[config.mk]
export PLATFORM = sky130hd
export DESIGN_NAME = qam_symbol_sequencer
export DESIGN_NICKNAME = d
export VERILOG_FILES = /design/src/rtl/qam_pkg.sv /design/src/rtl/qseq_hold_buf.sv /design/src/rtl/qam_symbol_sequencer.sv
export SDC_FILE = /design/constraint.sdc
export NUM_CORES = 1
export LEC_CHECK = 0
export ABC_AREA = 1
export ABC_CLOCK_PERIOD_IN_PS = 1800
export BUFFER_PORTS_ARGS = -buffer_cell sky130_fd_sc_hd__buf_2
export CAP_MARGIN = 0
export CORE_MARGIN = 2
export CORE_UTILIZATION = 51
export DETAILED_ROUTE_END_ITERATION = 12
export PLACE_DENSITY = 0.8
export REMOVE_ABC_BUFFERS = 1
export SYNTH_ARGS = -nofsm -noshare
export SYNTH_HDL_FRONTEND = slang
export SYNTH_SLANG_ARGS = --single-unit
[constraint.sdc]
create_clock -name clk -period 1.8 [get_ports clk]
set_input_delay 0.09 -clock clk [delete_from_list [all_inputs] [get_ports clk]]
set_output_delay 0.09 -clock clk [all_outputs]
set_load 0.01 [all_outputs]
[src/rtl/qam_pkg.sv]
// Shared defaults and state encoding for the QAM symbol sequencer.
package qam_pkg;

  localparam int unsigned SYM_W_DEF           = 4;
  localparam int unsigned IDX_W_DEF           = 4;
  localparam int unsigned SAMPLES_PER_SYM_DEF = 16;

  typedef enum logic {
    IDLE = 1'b0,
    PLAY = 1'b1
  } qseq_state_e;

endpackage : qam_pkg

[src/rtl/qseq_hold_buf.sv]
// Single-entry symbol holding register with a registered full flag.
// load and consume are mutually exclusive by construction (load needs empty,
// consume needs full), so no priority is required between them.
module qseq_hold_buf #(
  parameter int unsigned W = 4
) (
  input  logic         clk,
  input  logic         rst,
  input  logic         load,
  input  logic         consume,
  input  logic [W-1:0] din,
  output logic [W-1:0] data,
  output logic         full
);

  logic [W-1:0] data_q, data_d;
  logic         full_q, full_d;

  // Next-state for the stored symbol and occupancy flag.
  always_comb begin
    data_d = data_q;
    full_d = full_q;
    if (consume) begin
      full_d = 1'b0;
    end else if (load) begin
      full_d = 1'b1;
      data_d = din;
    end
  end

  // Storage registers; reset empties the buffer and discards its contents.
  always_ff @(posedge clk) begin
    if (rst) begin
      data_q <= '0;
      full_q <= 1'b0;
    end else begin
      data_q <= data_d;
      full_q <= full_d;
    end
  end

  assign data = data_q;
  assign full = full_q;

endmodule : qseq_hold_buf

[src/rtl/qam_symbol_sequencer.sv]
// Symbol-rate controller: plays each buffered symbol as SAMPLES_PER_SYM
// table-select/sample-index addresses, back to back with no gap.
// Optional build macro QSEQ_UNDERRUN_CNT_EN adds a saturating underrun
// counter (underrun_cnt) with a synchronous clear input (cnt_clr).
module qam_symbol_sequencer
  import qam_pkg::*;
#(
  parameter int unsigned SYM_W           = SYM_W_DEF,
  parameter int unsigned IDX_W           = IDX_W_DEF,
  parameter int unsigned SAMPLES_PER_SYM = SAMPLES_PER_SYM_DEF
) (
  input  logic             clk,
  input  logic             rst,
  input  logic             en,
  input  logic [SYM_W-1:0] sym_in,
  input  logic             sym_valid,
  output logic             sym_ready,
  output logic [SYM_W-1:0] tbl_sel,
  output logic [IDX_W-1:0] sample_idx,
  output logic             sample_valid,
  output logic             sym_start,
  output logic             underrun,
  output logic             busy
`ifdef QSEQ_UNDERRUN_CNT_EN
  ,
  input  logic             cnt_clr,
  output logic [15:0]      underrun_cnt
`endif
);

  // Explicit terminal index so non-power-of-two symbol lengths wrap correctly.
  localparam logic [IDX_W-1:0] LAST_IDX = IDX_W'(SAMPLES_PER_SYM - 1);

  qseq_state_e      state_q, state_d;
  logic [SYM_W-1:0] tbl_sel_q, tbl_sel_d;
  logic [IDX_W-1:0] idx_q, idx_d;
  logic             valid_q, valid_d;
  logic             start_q, start_d;
  logic             underrun_q, underrun_d;

  logic             buf_full;
  logic [SYM_W-1:0] buf_data;
  logic             buf_load;
  logic             buf_consume;
  logic             at_last;

  assign sym_ready = ~buf_full;
  assign buf_load  = sym_valid & ~buf_full;
  assign at_last   = (idx_q == LAST_IDX);

  qseq_hold_buf #(
    .W (SYM_W)
  ) u_hold_buf (
    .clk     (clk),
    .rst     (rst),
    .load    (buf_load),
    .consume (buf_consume),
    .din     (sym_in),
    .data    (buf_data),
    .full    (buf_full)
  );

  // State and output registers.
  always_ff @(posedge clk) begin
    if (rst) begin
      state_q    <= IDLE;
      tbl_sel_q  <= '0;
      idx_q      <= '0;
      valid_q    <= 1'b0;
      start_q    <= 1'b0;
      underrun_q <= 1'b0;
    end else begin
      state_q    <= state_d;
      tbl_sel_q  <= tbl_sel_d;
      idx_q      <= idx_d;
      valid_q    <= valid_d;
      start_q    <= start_d;
      underrun_q <= underrun_d;
    end
  end

  // Next-state: start on a buffered symbol, stop when a symbol ends unfed.
  always_comb begin
    state_d = state_q;
    case (state_q)
      IDLE: if (buf_full && en) state_d = PLAY;
      PLAY: if (en && at_last && !buf_full) state_d = IDLE;
    endcase
  end

  // Output/address generation; a frozen or idle cycle holds the address.
  always_comb begin
    tbl_sel_d   = tbl_sel_q;
    idx_d       = idx_q;
    valid_d     = 1'b0;
    start_d     = 1'b0;
    underrun_d  = 1'b0;
    buf_consume = 1'b0;
    case (state_q)
      IDLE: begin
        if (buf_full && en) begin
          tbl_sel_d   = buf_data;
          idx_d       = '0;
          valid_d     = 1'b1;
          start_d     = 1'b1;
          buf_consume = 1'b1;
        end
      end
      PLAY: begin
        if (en) begin
          if (!at_last) begin
            idx_d   = idx_q + IDX_W'(1);
            valid_d = 1'b1;
          end else if (buf_full) begin
            tbl_sel_d   = buf_data;
            idx_d       = '0;
            valid_d     = 1'b1;
            start_d     = 1'b1;
            buf_consume = 1'b1;
          end else begin
            underrun_d = 1'b1;
          end
        end
      end
    endcase
  end

  assign tbl_sel      = tbl_sel_q;
  assign sample_idx   = idx_q;
  assign sample_valid = valid_q;
  assign sym_start    = start_q;
  assign underrun     = underrun_q;
  assign busy         = (state_q != IDLE);

`ifdef QSEQ_UNDERRUN_CNT_EN
  logic [15:0] cnt_q, cnt_d;

  // Saturating count of underrun pulses; clear wins over a coincident pulse.
  always_comb begin
    cnt_d = cnt_q;
    if (cnt_clr) begin
      cnt_d = '0;
    end else if (underrun_q && (cnt_q != 16'hFFFF)) begin
      cnt_d = cnt_q + 16'd1;
    end
  end

  // Counter register.
  always_ff @(posedge clk) begin
    if (rst) begin
      cnt_q <= '0;
    end else begin
      cnt_q <= cnt_d;
    end
  end

  assign underrun_cnt = cnt_q;
`endif

endmodule : qam_symbol_sequencer

==> results of run 1 <==
flip-flops by register name, summed over array words and instances (netlist names):
register,flops
sym_start,1
u_hold_buf.data,4
underrun,1
busy,1
sample_idx,4
u_hold_buf.full,1
tbl_sel,4
sample_valid,1
power by group through the flow:
stage	logic (W)	registers (W)	clock network [W]
after global routing	0.0000911	0.000407	0.000220
after detailed placement	0.0000793	0.000414	0
final	0.0000791	0.000405	0.000197
after floorplan	0.0000454	0.000416	0
after CTS	0.0000798	0.000405	0.000207
after global placement	0.0000789	0.000413	0
routing by layer:
| metal | share of wire, % | GRT usage (%) | routed length (µm) |
|---|---|---|---|
| met3 | 4.2 | 3.26 | 55 |
| met1 | 49 | 23.3 | 637 |
| met5 | 0 | 0 | 0 |
| met4 | 0.92 | 10.0 | 12 |
| met2 | 46 | 29.3 | 599 |
layout make-up:
class	instances	area, µm²	area share (%)
inverter	13	48.8	5.79
timing repair buffer	20	100	11.9
tap	15	18.8	2.23
multi-input combinational	62	307	36.4
clock inverter	1	5.00	0.594
clock buffer	3	22.5	2.67
sequential	17	340	40.4
cell families (layout without fill, tap and decap cells):
family | count (synthesis) | after routing | synth area share [%]
AOI/OAI and AO/OA | 10 | 10 | 7.14
adders and majority gates | 1 | 1 | 1.79
buffers and inverters | 14 | 37 | 7.68
DFF | 17 | 17 | 48.6
and+or+nand+nor | 51 | 51 | 34.8
worst max-delay path, cell delays in order, from the launching register on:
cell     delay, ps
dfxtp_1        430
ha_1           270
nand3_2        120
nand2_2        110
nand2_4         90
nor2_8         110
nand2_1         60
nand2_1         50
cell usage in the layout, fill, tap and decap left out, drive strengths merged:
| cell | Yosys | layout |
|---|---|---|
| clkinv | 2 | 3 |
| o21ai | 5 | 5 |
| nand3 | 10 | 10 |
| inv | 11 | 11 |
| dfxtp | 17 | 17 |
| a21oi | 5 | 5 |
| nand4 | 2 | 2 |
| nor3 | 1 | 1 |
| clkbuf | 0 | 3 |
| nor2 | 16 | 16 |
| buf | 1 | 20 |
| nand2 | 22 | 22 |
| ha | 1 | 1 |
per-stage QoR:
stage / hold WS, ps / cell area (µm²) / power [W] / worst slack (ps) / cells
4_1_cts: 21.0 / 842 / 0.000692 / 512 / 131
3_5_place_dp: 321 / 815 / 0.000493 / 539 / 127
5_1_grt: 21.1 / 842 / 0.000718 / 384 / 131
6_report: 20.5 / 842 / 0.000681 / 508 / 131
2_1_floorplan: 159 / 696 / 0.000462 / 603 / 92
3_3_place_gp: 315 / 815 / 0.000492 / 589 / 127
worst paths after layout:
kind	startpoint	endpoint	slack [ps]	cells after the start
setup / recovery	sample_idx[0]	tbl_sel[0]	510	7
hold / removal	sym_in[1]	u_hold_buf.data[1]	20	3
setup reg to reg	sample_idx[0]	tbl_sel[0]	510	7
hold reg to reg	u_hold_buf.data[1]	tbl_sel[1]	450	2
==> reports/qor.csv, run 1 <==
stage;metric;value;unit
routing;DR WL/cell;9.95;µm
timing;count of final setup violators;0;
synth;top cell type's share of synthesized area;48.6;%
layout;fill count;120;
clocking;CTS H-tree lvls;1;
routing;Residual DRC;0;
setup_path;Critical Path End Type;register;
timing;setup TNS;0;ps
die;die width;41.1;µm
synth;synth warn;0;
die;Initial Util;54.5;%
clocking;cts hold-fix bufs;0;
synth;average size of a mapped cell;7.53;µm²
routing;total routed wirelength;1.30;mm
die;die height;41.1;µm
power;P_int;0.000505;W
clocking;Clk Latency, worst-skew pair;280;ps
timing;Worst Tran Pin Value;271;ps
synth;Yosys cell types;18;
clocking;CTS tree;yes;
layout;final core utilization;65.5;%
synth;count leader, synth;nand2_1;
power;leakage power;0.433;nW
placed_design;post-DP HPWL;985;µm
layout;Final nets;126;
clocking;Setup Buffers After CTS;0;
layout;area delta synth->final;20.2;%
die;I/O Pins;21;
power;Clk pwr share;28.9;%
routing;Via Count;623;
die;Row Count;13;
layout;diode count;0;
grt;largest net degree at the start of global routing;11;
synth;#FFs+latches synth;17;
grt;via count of the first global-routing pass;499;
power;Combinational Power Share;11.6;%
worst_hold_path;hold crit path type;in2reg;
synth;cells after synthesis;93;
routing;Iteration-0 DRC Markers;22;
routing;post-route ant nets;0;
die;Die ar.;1690;µm²
timing;Final Critical Period;1290;ps
grt;first-pass GRT wire length;2.01;mm
timing;Final Cycle Share;71.8;%
timing;Max Freq;774;MHz
routing;Avg Vias per Cell;4.76;
clocking;cts repair resizes;0;
grt;Total Routing Usage GR;18.4;%
clocking;Clock Path Buffers;2;
timing;slew margin rel.;81.9;%
synth;Synth top cells by count;19 x nand2_1, 17 x dfxtp_1, 15 x nor2_1;
clocking;root buffer cell;clkbuf_4;
power;Switch Pwr;0.000176;W
clocking;number of CTS-inserted buffers;3;
clocking;Clock transition at path regs;100;ps
run;Max-Cap Viols;0;
placed_design;Final GP Congestion;0.792;
synth;sequential fraction of the synthesis area;48.6;%
power;Worst VDD drop;0.502;mV
grt;GR Overflow Total;0;
grt;antenna violations before repair;0;
timing;Final Hold Viols;0;
synth;Post-Syn Area;701;µm²
setup_path;Req. time, crit path;2030;ps
setup_path;crit path kind;reg2reg;
placed_design;I/O Buffers;20;
timing;RSZ-0062 raised after global routing;false;
power;Sw Share;25.8;%
layout;layout cells sized above 1;27.6;%
synth;Yosys top cell by area;dfxtp_1;
setup_path;crit path launch type;register;
status;outcome;finished clean;
power;Sequential Power Share;59.5;%
synth;Area contributors post-synth;dfxtp_1 49%, nand2_1 10%, nor2_1 8.0%, nand3_1 6.4%, inv_1 4.3%;
synth;ys flop type;dfxtp_1;
setup_path;Critical Path AT;1530;ps
timing;Worst Clk Skew;3.66;ps
synth;Post-synth EDFFs;0;
synth;FFs w/ async S/R, synth;0;%
timing;Slew Limit Fails;0;
routing;Pre-antenna DRT Iters;4;
power;PwrDens;808;nW/µm²
setup_path;crit path max fanout;6;
die;CORE AREA;1280;µm²
clocking;CTS sink count;17;
Power figures use the tool's default switching activity.
==> run 2, diff against run 1 <==
--- a/config.mk
+++ b/config.mk
@@ -5,14 +5,14 @@
 export SDC_FILE = /design/constraint.sdc
 export NUM_CORES = 1
 export LEC_CHECK = 0
-export ABC_AREA = 1
-export ABC_CLOCK_PERIOD_IN_PS = 1800
+export ABC_AREA = 0
+export ABC_CLOCK_PERIOD_IN_PS = 1250
 export BUFFER_PORTS_ARGS = -buffer_cell sky130_fd_sc_hd__buf_2
 export CAP_MARGIN = 0
 export CORE_MARGIN = 2
-export CORE_UTILIZATION = 51
+export CORE_UTILIZATION = 48
 export DETAILED_ROUTE_END_ITERATION = 12
-export PLACE_DENSITY = 0.8
+export PLACE_DENSITY = 0.76
 export REMOVE_ABC_BUFFERS = 1
 export SYNTH_ARGS = -nofsm -noshare
 export SYNTH_HDL_FRONTEND = slang
==> constraint.sdc (replaced) <==
create_clock -name clk -period 1.25 [get_ports clk]
set_input_delay 0.0625 -clock clk [delete_from_list [all_inputs] [get_ports clk]]
set_output_delay 0.0625 -clock clk [all_outputs]
set_load 0.01 [all_outputs]
==> run 2 against run 1 <==
The flow now finishes with violations (setup timing); synthesized cell count decreased by 23%; non-clock buffer count grew 7; cell area rose by 9.8%; setup slack got worse by 520 ps.
==> reports/qor.csv, run 2 <==
stage;metric;value;unit;change
routing;routed wl met2;671;µm;+12%
synth;FFs w/ async S/R, synth;0;%;unchanged
synth;Area contributors post-synth;dfxtp_1 48%, mux2i_1 11%, nand2b_1 7.1%, a21oi_1 2.8%, o21ai_0 2.8%;;
synth;count leader, synth;dfxtp_1;;
layout;final instance area;925;µm²;+9.8%
routing;DR WL/cell;12.7;µm;+28%
die;Row Count;13;;unchanged
die;Die ar.;1800;µm²;+6.5%
synth;Post-Syn Area;707;µm²;+0.89%
routing;post-route ant nets;0;;unchanged
clocking;CTS tree;yes;;
setup_path;Critical Path End Type;register;;
placed_design;Final GP Congestion;0.790;;-0.33%
placed_design;dpl cell area;858;µm²;+5.4%
layout;most common cell after layout, fill and taps aside;buf_2;;
synth;average size of a mapped cell;9.82;µm²;+30%
layout;multi-input logic area;374;µm²;+22%
grt;antenna violations before repair;0;;unchanged
layout;area delta synth->final;30.8;%;
die;I/O Pins;21;;unchanged
grt;Total Routing Usage GR;16.7;%;-1.8 points
synth;#FFs+latches synth;17;;unchanged
power;PwrDens;1050;nW/µm²;+30%
timing;RSZ-0062 raised after global routing;true;;
routing;Via Count;649;;+4.2%
die;die height;42.4;µm;+3.2%
routing;top sig layer;met4;;
synth;Post-synth EDFFs;0;;unchanged
timing;Worst Tran Pin Value;392;ps;+121 ps
synth;Synth top cells by count;17 x dfxtp_1, 8 x mux2i_1, 8 x nand2b_1;;
synth;ys flop type;dfxtp_1;;
timing;Slew Limit Fails;0;;unchanged
timing;Final Cycle Share;101;%;+29 points
placed_design;I/O Buffers;20;;unchanged
clocking;root buffer cell;clkbuf_4;;
clocking;CTS sink count;17;;unchanged
clocking;CTS H-tree lvls;1;;unchanged
timing;Final Critical Period;1260;ps;-33.2 ps
timing;Worst Clk Skew;2.21;ps;-1.46 ps
routing;Iteration-0 DRC Markers;9;;-59%
synth;Yosys top cell by area;dfxtp_1;;
routing;Pre-antenna DRT Iters;4;;unchanged
setup_path;Critical Path AT;1480;ps;-50 ps
setup_path;crit path launch type;register;;
setup_path;crit path max fanout;4;;-2
routing;total routed wirelength;1.46;mm;+12%
run;Max-Cap Viols;0;;unchanged
layout;Final nets;110;;-13%
synth;Yosys cell types;26;;+8
setup_path;R2R cell count;4;;-3
clocking;Clk Latency, worst-skew pair;280;ps;about the same
worst_hold_path;hold crit path type;in2reg;;
die;CORE AREA;1330;µm²;+3.8%
layout;diode count;0;;unchanged
grt;via count of the first global-routing pass;557;;+12%
clocking;number of CTS-inserted buffers;3;;unchanged
routing;Avg Vias per Cell;5.64;;+19%
setup_path;Req. time, crit path;1470;ps;-560 ps
layout;commonest cells after routing, fill and taps aside;20 x buf_2, 14 x dfxtp_1, 8 x nand2b_1;;
clocking;Clock transition at path regs;100;ps;about the same
worst_hold_path;worst hold path stage count;3;;unchanged
layout;sequential cell area;344;µm²;+1.1%
timing;Max Freq;795;MHz;+2.6%
die;die width;42.4;µm;+3.2%
timing;count of final setup violators;1;;+1
synth;cells after synthesis;72;;-23%
die;Initial Util;53.0;%;-1.5 points
grt;first-pass GRT wire length;2.30;mm;+14%
setup_path;crit path kind;reg2reg;;
power;leakage power;0.401;nW;-7.4%
routing;met3 WL post-DR;106;µm;+93%
synth;sequential fraction of the synthesis area;48.1;%;-0.43 points
grt;largest net degree at the start of global routing;22;;+11
routing;Residual DRC;0;;unchanged
clocking;cts hold-fix bufs;0;;unchanged
timing;slew margin rel.;73.6;%;-8.3 points
power;total power;0.000971;W;+43%
timing;Final Hold Viols;0;;unchanged
layout;fill count;122;;+1.7%
status;outcome;complete, but fails checks;;
placed_design;post-DP HPWL;989;µm;+0.43%
timing;setup ws final;-8.35;ps;-517 ps
synth;top cell type's share of synthesized area;48.1;%;-0.43 points
clocking;Clock Path Buffers;2;;unchanged
status;violated checks;setup timing;;
routing;M1 wire length;635;µm;-0.31%
grt;GR Overflow Total;0;;unchanged
layout;layout cells sized above 1;44.0;%;+16 points
power;Worst VDD drop;0.549;mV;+9.4%
synth;synth warn;0;;unchanged
==> run 2: changes by cell type after synthesis, sizes merged, moves of 3 or more <==
cell | previous run | this run
mux2i | 0 | 8
inv | 11 | 2
nand2 | 22 | 2
nand3 | 10 | 2
clkbuf | 0 | 3
nand2b | 0 | 8
nor2 | 16 | 5
==> run 2: power by group <==
part           switching, W  internal, W  leakage (nW)  total [W]
Combinational     0.0000558    0.0000564         0.243   0.000112
Sequential        0.0000159     0.000562         0.140   0.000578
Clock              0.000162     0.000119        0.0177   0.000281
==> run 2: cells by family (layout without fill, tap and decap cells) <==
logic type,Yosys count,in the layout,share of synthesized area [%]
adders and majority gates,1,1,1.77
AOI/OAI and AO/OA,14,14,12.7
DFF,17,17,48.1
muxes,8,8,11.3
and+or+nand+nor,27,27,23.2
buffers and inverters,5,33,2.83
==> run 2: worst max-delay path, cell delays in order (launching register included) <==
cell and delay (ps):
dfxtp_2 350, ha_4 170, and4b_4 200, or3b_4 370, a21oi_2 110
==> run 2: layer usage <==
layer / up-vias / global-route usage [%]
li1: 307 / -
met1: 303 / 23.5
met2: 33 / 23.1
met3: 6 / 2.59
met4: 0 / 11.3
met5: - / 0
==> run 2: what timing repair did <==
action                                  in CTS  in global routing
endpoints found under the setup margin       9                  7
setup buffers                                1                  0
resized for setup                            5                  6
endpoints found under the hold margin        0                  0
gates cloned                                 0                  0
pin swaps                                    3                  3
==> run 2: cell type report <==
class	count	share of cell area [%]
flip-flops and latches	17	37.2
multi-input cells	50	40.5
inverters	2	0.812
clock buffers	3	2.44
clock inverters	1	0.541
well taps	15	2.03
repair buffers	27	16.5
==> run 2: metrics by stage <==
| step | std cells | utilization, % | TNS, ps | setup WS (ps) | hold slack, ps |
|---|---|---|---|---|---|
| after CTS | 115 | 68.5 | -21.8 | -21.8 | 1.24 |
| after global routing | 115 | 69.3 | -176 | -47.3 | 29.1 |
| final | 115 | 69.3 | -8.35 | -8.35 | 9.20 |
| after floorplan | 69 | - | -860 | -126 | 132 |
| after detailed placement | 110 | 64.4 | -367 | -87.0 | 304 |
| after global placement | 110 | 64.4 | -57.4 | -41.7 | 298 |
==> run 2: path summary, 6_finish.rpt <==
check	startpoint	slack (ps)	end
max reg2reg	sample_idx[0]	-8	sample_idx[1]
min	sym_in[3]	9	u_hold_buf.data[3]
min reg2reg	tbl_sel[0]	480	tbl_sel[0]
max	sample_idx[0]	-8	sample_idx[1]
==> run 3, diff against run 2 <==
--- a/config.mk
+++ b/config.mk
@@ -6,14 +6,15 @@
 export NUM_CORES = 1
 export LEC_CHECK = 0
 export ABC_AREA = 0
-export ABC_CLOCK_PERIOD_IN_PS = 1250
+export ABC_CLOCK_PERIOD_IN_PS = 1300
 export BUFFER_PORTS_ARGS = -buffer_cell sky130_fd_sc_hd__buf_2
-export CAP_MARGIN = 0
+export CAP_MARGIN = 20
 export CORE_MARGIN = 2
-export CORE_UTILIZATION = 48
+export CORE_UTILIZATION = 49
 export DETAILED_ROUTE_END_ITERATION = 12
-export PLACE_DENSITY = 0.76
+export PLACE_DENSITY = 0.77
 export REMOVE_ABC_BUFFERS = 1
 export SYNTH_ARGS = -nofsm -noshare
 export SYNTH_HDL_FRONTEND = slang
+export SYNTH_HIERARCHICAL = 1
 export SYNTH_SLANG_ARGS = --single-unit
==> constraint.sdc (replaced) <==
create_clock -name clk -period 1.3 [get_ports clk]
set_input_delay 0.065 -clock clk [delete_from_list [all_inputs] [get_ports clk]]
set_output_delay 0.065 -clock clk [all_outputs]
set_load 0.01 [all_outputs]
==> run 3 against run 2 <==
The run now ends clean; non-clock buffer count stayed put; first-iteration DRC count is 22% lower; register-to-register slack better by 70 ps; critical path depth is 2 higher; area after synthesis is 5.8% higher; setup slack better by 67 ps; global-route usage is 0.69 points higher; clock skew is 6.8 ps higher; critical endpoint is now u_hold_buf/data[3]; largest power group unchanged; highest routed layer unchanged.
==> reports/qor.csv, run 3 <==
stage;metric;value;unit;change
timing;Worst Tran Pin Value;359;ps;-32.9 ps
synth;FFs w/ async S/R, synth;0;%;unchanged
grt;Total Routing Usage GR;17.3;%;+0.69 points
grt;first-pass GRT wire length;2.46;mm;+6.9%
synth;Post-synth EDFFs;0;;unchanged
setup_path;crit path max fanout;9;;+5
clocking;CTS H-tree lvls;1;;unchanged
synth;Yosys cell types;27;;+3.8%
synth;top cell type's share of synthesized area;45.5;%;-2.7 points
layout;Final Non-Filler Cells;122;;+6.1%
timing;Final Critical Period;1240;ps;-17.3 ps
clocking;number of CTS-inserted buffers;3;;unchanged
synth;count leader, synth;dfxtp_1;;
setup_path;Req. time, crit path;1480;ps;about the same
routing;Residual DRC;0;;unchanged
setup_path;CP delay by family, top;flip-flops;;
setup_path;Bufs and invs on worst path;1;;+1
worst_hold_path;worst hold path stage count;3;;unchanged
routing;Pre-antenna DRT Iters;4;;unchanged
timing;Worst Clk Skew;9.04;ps;+6.83 ps
synth;sequential fraction of the synthesis area;45.5;%;-2.7 points
die;die width;43.1;µm;+1.7%
placed_design;pre-CTS WS;-3.57;ps;+83.5 ps
layout;diode count;0;;unchanged
layout;commonest cells after routing, fill and taps aside;20 x buf_2, 15 x dfxtp_1, 12 x nand2b_1;;
layout;layout cells sized above 1;34.9;%;-9.1 points
die;Initial Util;50.9;%;-2.2 points
clocking;Setup Buffers After CTS;0;;-1
grt;largest net degree at the start of global routing;26;;+18%
synth;average size of a mapped cell;9.84;µm²;+0.27%
die;die height;43.1;µm;+1.7%
routing;total routed wirelength;1.45;mm;-1.2%
routing;Via Count;651;;+0.31%
routing;DR WL/cell;11.8;µm;-6.9%
timing;Final Cycle Share;95.5;%;-5.2 points
setup_path;Critical Path End Type;register;;
setup_path;max incr delay on CP;370;ps;about the same
clocking;root buffer cell;clkbuf_4;;
synth;Area contributors post-synth;dfxtp_1 45%, nand2b_1 10%, nand4bb_1 6.0%, mux2i_1 5.4%, o21ai_1 5.4%;;
clocking;Clock transition at path regs;100;ps;about the same
power;Worst VDD drop;0.640;mV;+17%
routing;Avg Vias per Cell;5.34;;-5.4%
timing;Slew Limit Fails;0;;unchanged
worst_hold_path;Hold Startpoint;sym_in[1];;
placed_design;Final GP Congestion;0.822;;+4.1%
placed_design;Post-Place Cells;118;;+7.3%
setup_path;reg2reg start;sample_idx[1];;
die;CORE AREA;1470;µm²;+10%
routing;Iteration-0 DRC Markers;7;;-2
grt;via count of the first global-routing pass;584;;+4.8%
routing;post-route ant nets;0;;unchanged
setup_path;crit path kind;reg2reg;;
die;Row Count;14;;+1
setup_path;R2R cell count;6;;+2
timing;Max Freq;806;MHz;+1.4%
synth;ys flop type;dfxtp_1;;
layout;Final nets;116;;+5.5%
placed_design;post-DP HPWL;1.03;mm;+4.1%
synth;#FFs+latches synth;17;;unchanged
timing;Final Hold Viols;0;;unchanged
power;PwrDens;994;nW/µm²;-5.3%
synth;Post-Syn Area;748;µm²;+5.8%
synth;cells after synthesis;76;;+5.6%
die;I/O Pins;21;;unchanged
synth;synth warn;6;;+6
synth;Synth top cells by count;17 x dfxtp_1, 12 x nand2b_1, 8 x o21ai_1;;
setup_path;cells along the critical path;ha_4 > nand3_4 > a21oi_4 > buf_12 > nand4bb_1 > o21ai_1;;
layout;most common cell after layout, fill and taps aside;buf_2;;
placed_design;I/O Buffers;20;;unchanged
run;Max-Cap Viols;0;;unchanged
synth;Yosys top cell by area;dfxtp_1;;
clocking;Clk Latency, worst-skew pair;290;ps;about the same
setup_path;CP startpoint;sample_idx[1];;
clocking;Clock Path Buffers;2;;unchanged
clocking;CTS sink count;17;;unchanged
grt;antenna violations before repair;0;;unchanged
timing;RSZ-0062 raised after global routing;true;;
grt;GR Overflow Total;0;;unchanged
layout;area delta synth->final;30.8;%;about the same
setup_path;slowest CP cell;dfxtp_2;;
setup_path;crit path launch type;register;;
worst_hold_path;hold crit path type;in2reg;;
die;Die ar.;1860;µm²;+3.3%
timing;slew margin rel.;75.9;%;+2.3 points
status;outcome;finished clean;;
power;leakage power;0.394;nW;-1.6%
timing;setup ws final;59.0;ps;+67.3 ps
clocking;CTS tree;yes;;
timing;count of final setup violators;0;;-1
setup_path;Critical Path AT;1420;ps;-60 ps
setup_path;number of cells on the critical path;6;;+2
-- run 3: cell types whose count changed after synthesis, sizes merged, moves of 2 or more --
| cell | delta |
|---|---|
| o21ai | +5 |
| mux2i | -4 |
| nand2b | +4 |
| nand4bb | +4 |
| nor2 | -4 |
| nand3b | +3 |
| clkbuf | -2 |
| nor2b | +2 |
| or3b | -2 |
-- run 3: cell families after synthesis --
kind of cell / Yosys count / synth area share [%]
AOI/OAI and AO/OA: 16 / 12.7
adders and majority gates: 1 / 1.67
buffers and inverters: 3 / 1.50
DFF: 17 / 45.5
muxes: 4 / 5.35
and+or+nand+nor: 35 / 33.3
-- run 3: cell type report --
| type | count | area [µm²] |
|---|---|---|
| clock buffers | 4 | 26.3 |
| fillers | 133 | 493 |
| inverters | 2 | 7.51 |
| multi-input cells | 56 | 417 |
| flip-flops and latches | 17 | 343 |
| well taps | 16 | 20.0 |
| repair buffers | 27 | 165 |
-- run 3: worst min-delay path, cell delays in order --
cell and delay, ps:
buf_2 100, nand4bb_1 80, o21ai_1 50
-- run 3: layer usage --
metal / up-vias / share of wire, % / track usage, %
li1: 332 / - / -
met1: 307 / 47 / 22.6
met2: 10 / 49 / 27.6
met3: 2 / 3.6 / 2.55
met4: 0 / 0.62 / 9.09
met5: - / 0 / 0
-- run 3: worst paths after layout --
kind	to	slack, ps
worst max-delay path	u_hold_buf/data[3]	60
worst min-delay path	u_hold_buf/data[1]	50
worst max register to register	u_hold_buf/data[3]	60
worst min register to register	u_hold_buf/data[1]	470
-- run 3: report_power, final --
part / internal, W / switching, W / total [W]
Clock: 0.000119 / 0.000163 / 0.000282
Sequential: 0.000542 / 0.0000156 / 0.000557
Combinational: 0.0000702 / 0.0000636 / 0.000134
Total: 0.000731 / 0.000242 / 0.000973
-- run 3: per-stage QoR --
stage          total power [W]  TNS (ps)  util [%]  cell area, µm²  hold WS (ps)
2_1_floorplan         0.000637      -863         -             744           134
3_3_place_gp          0.000700         0      63.2             930           331
3_5_place_dp          0.000702     -6.68      63.2             930           337
4_1_cts               0.000981         0      65.1             958          38.5
5_1_grt                0.00102      -133      66.5             978          52.5
6_report              0.000973         0      66.5             978          50.6
-- run 3: what timing repair did --
| action | CTS | global route |
|---|---|---|
| hold buffers | 0 | 0 |
| setup endpoints to repair | 4 | 11 |
| hold endpoints to repair | 0 | 0 |
| pin swaps | 1 | 2 |
| gates resized for setup | 1 | 4 |
| gates cloned | 0 | 0 |
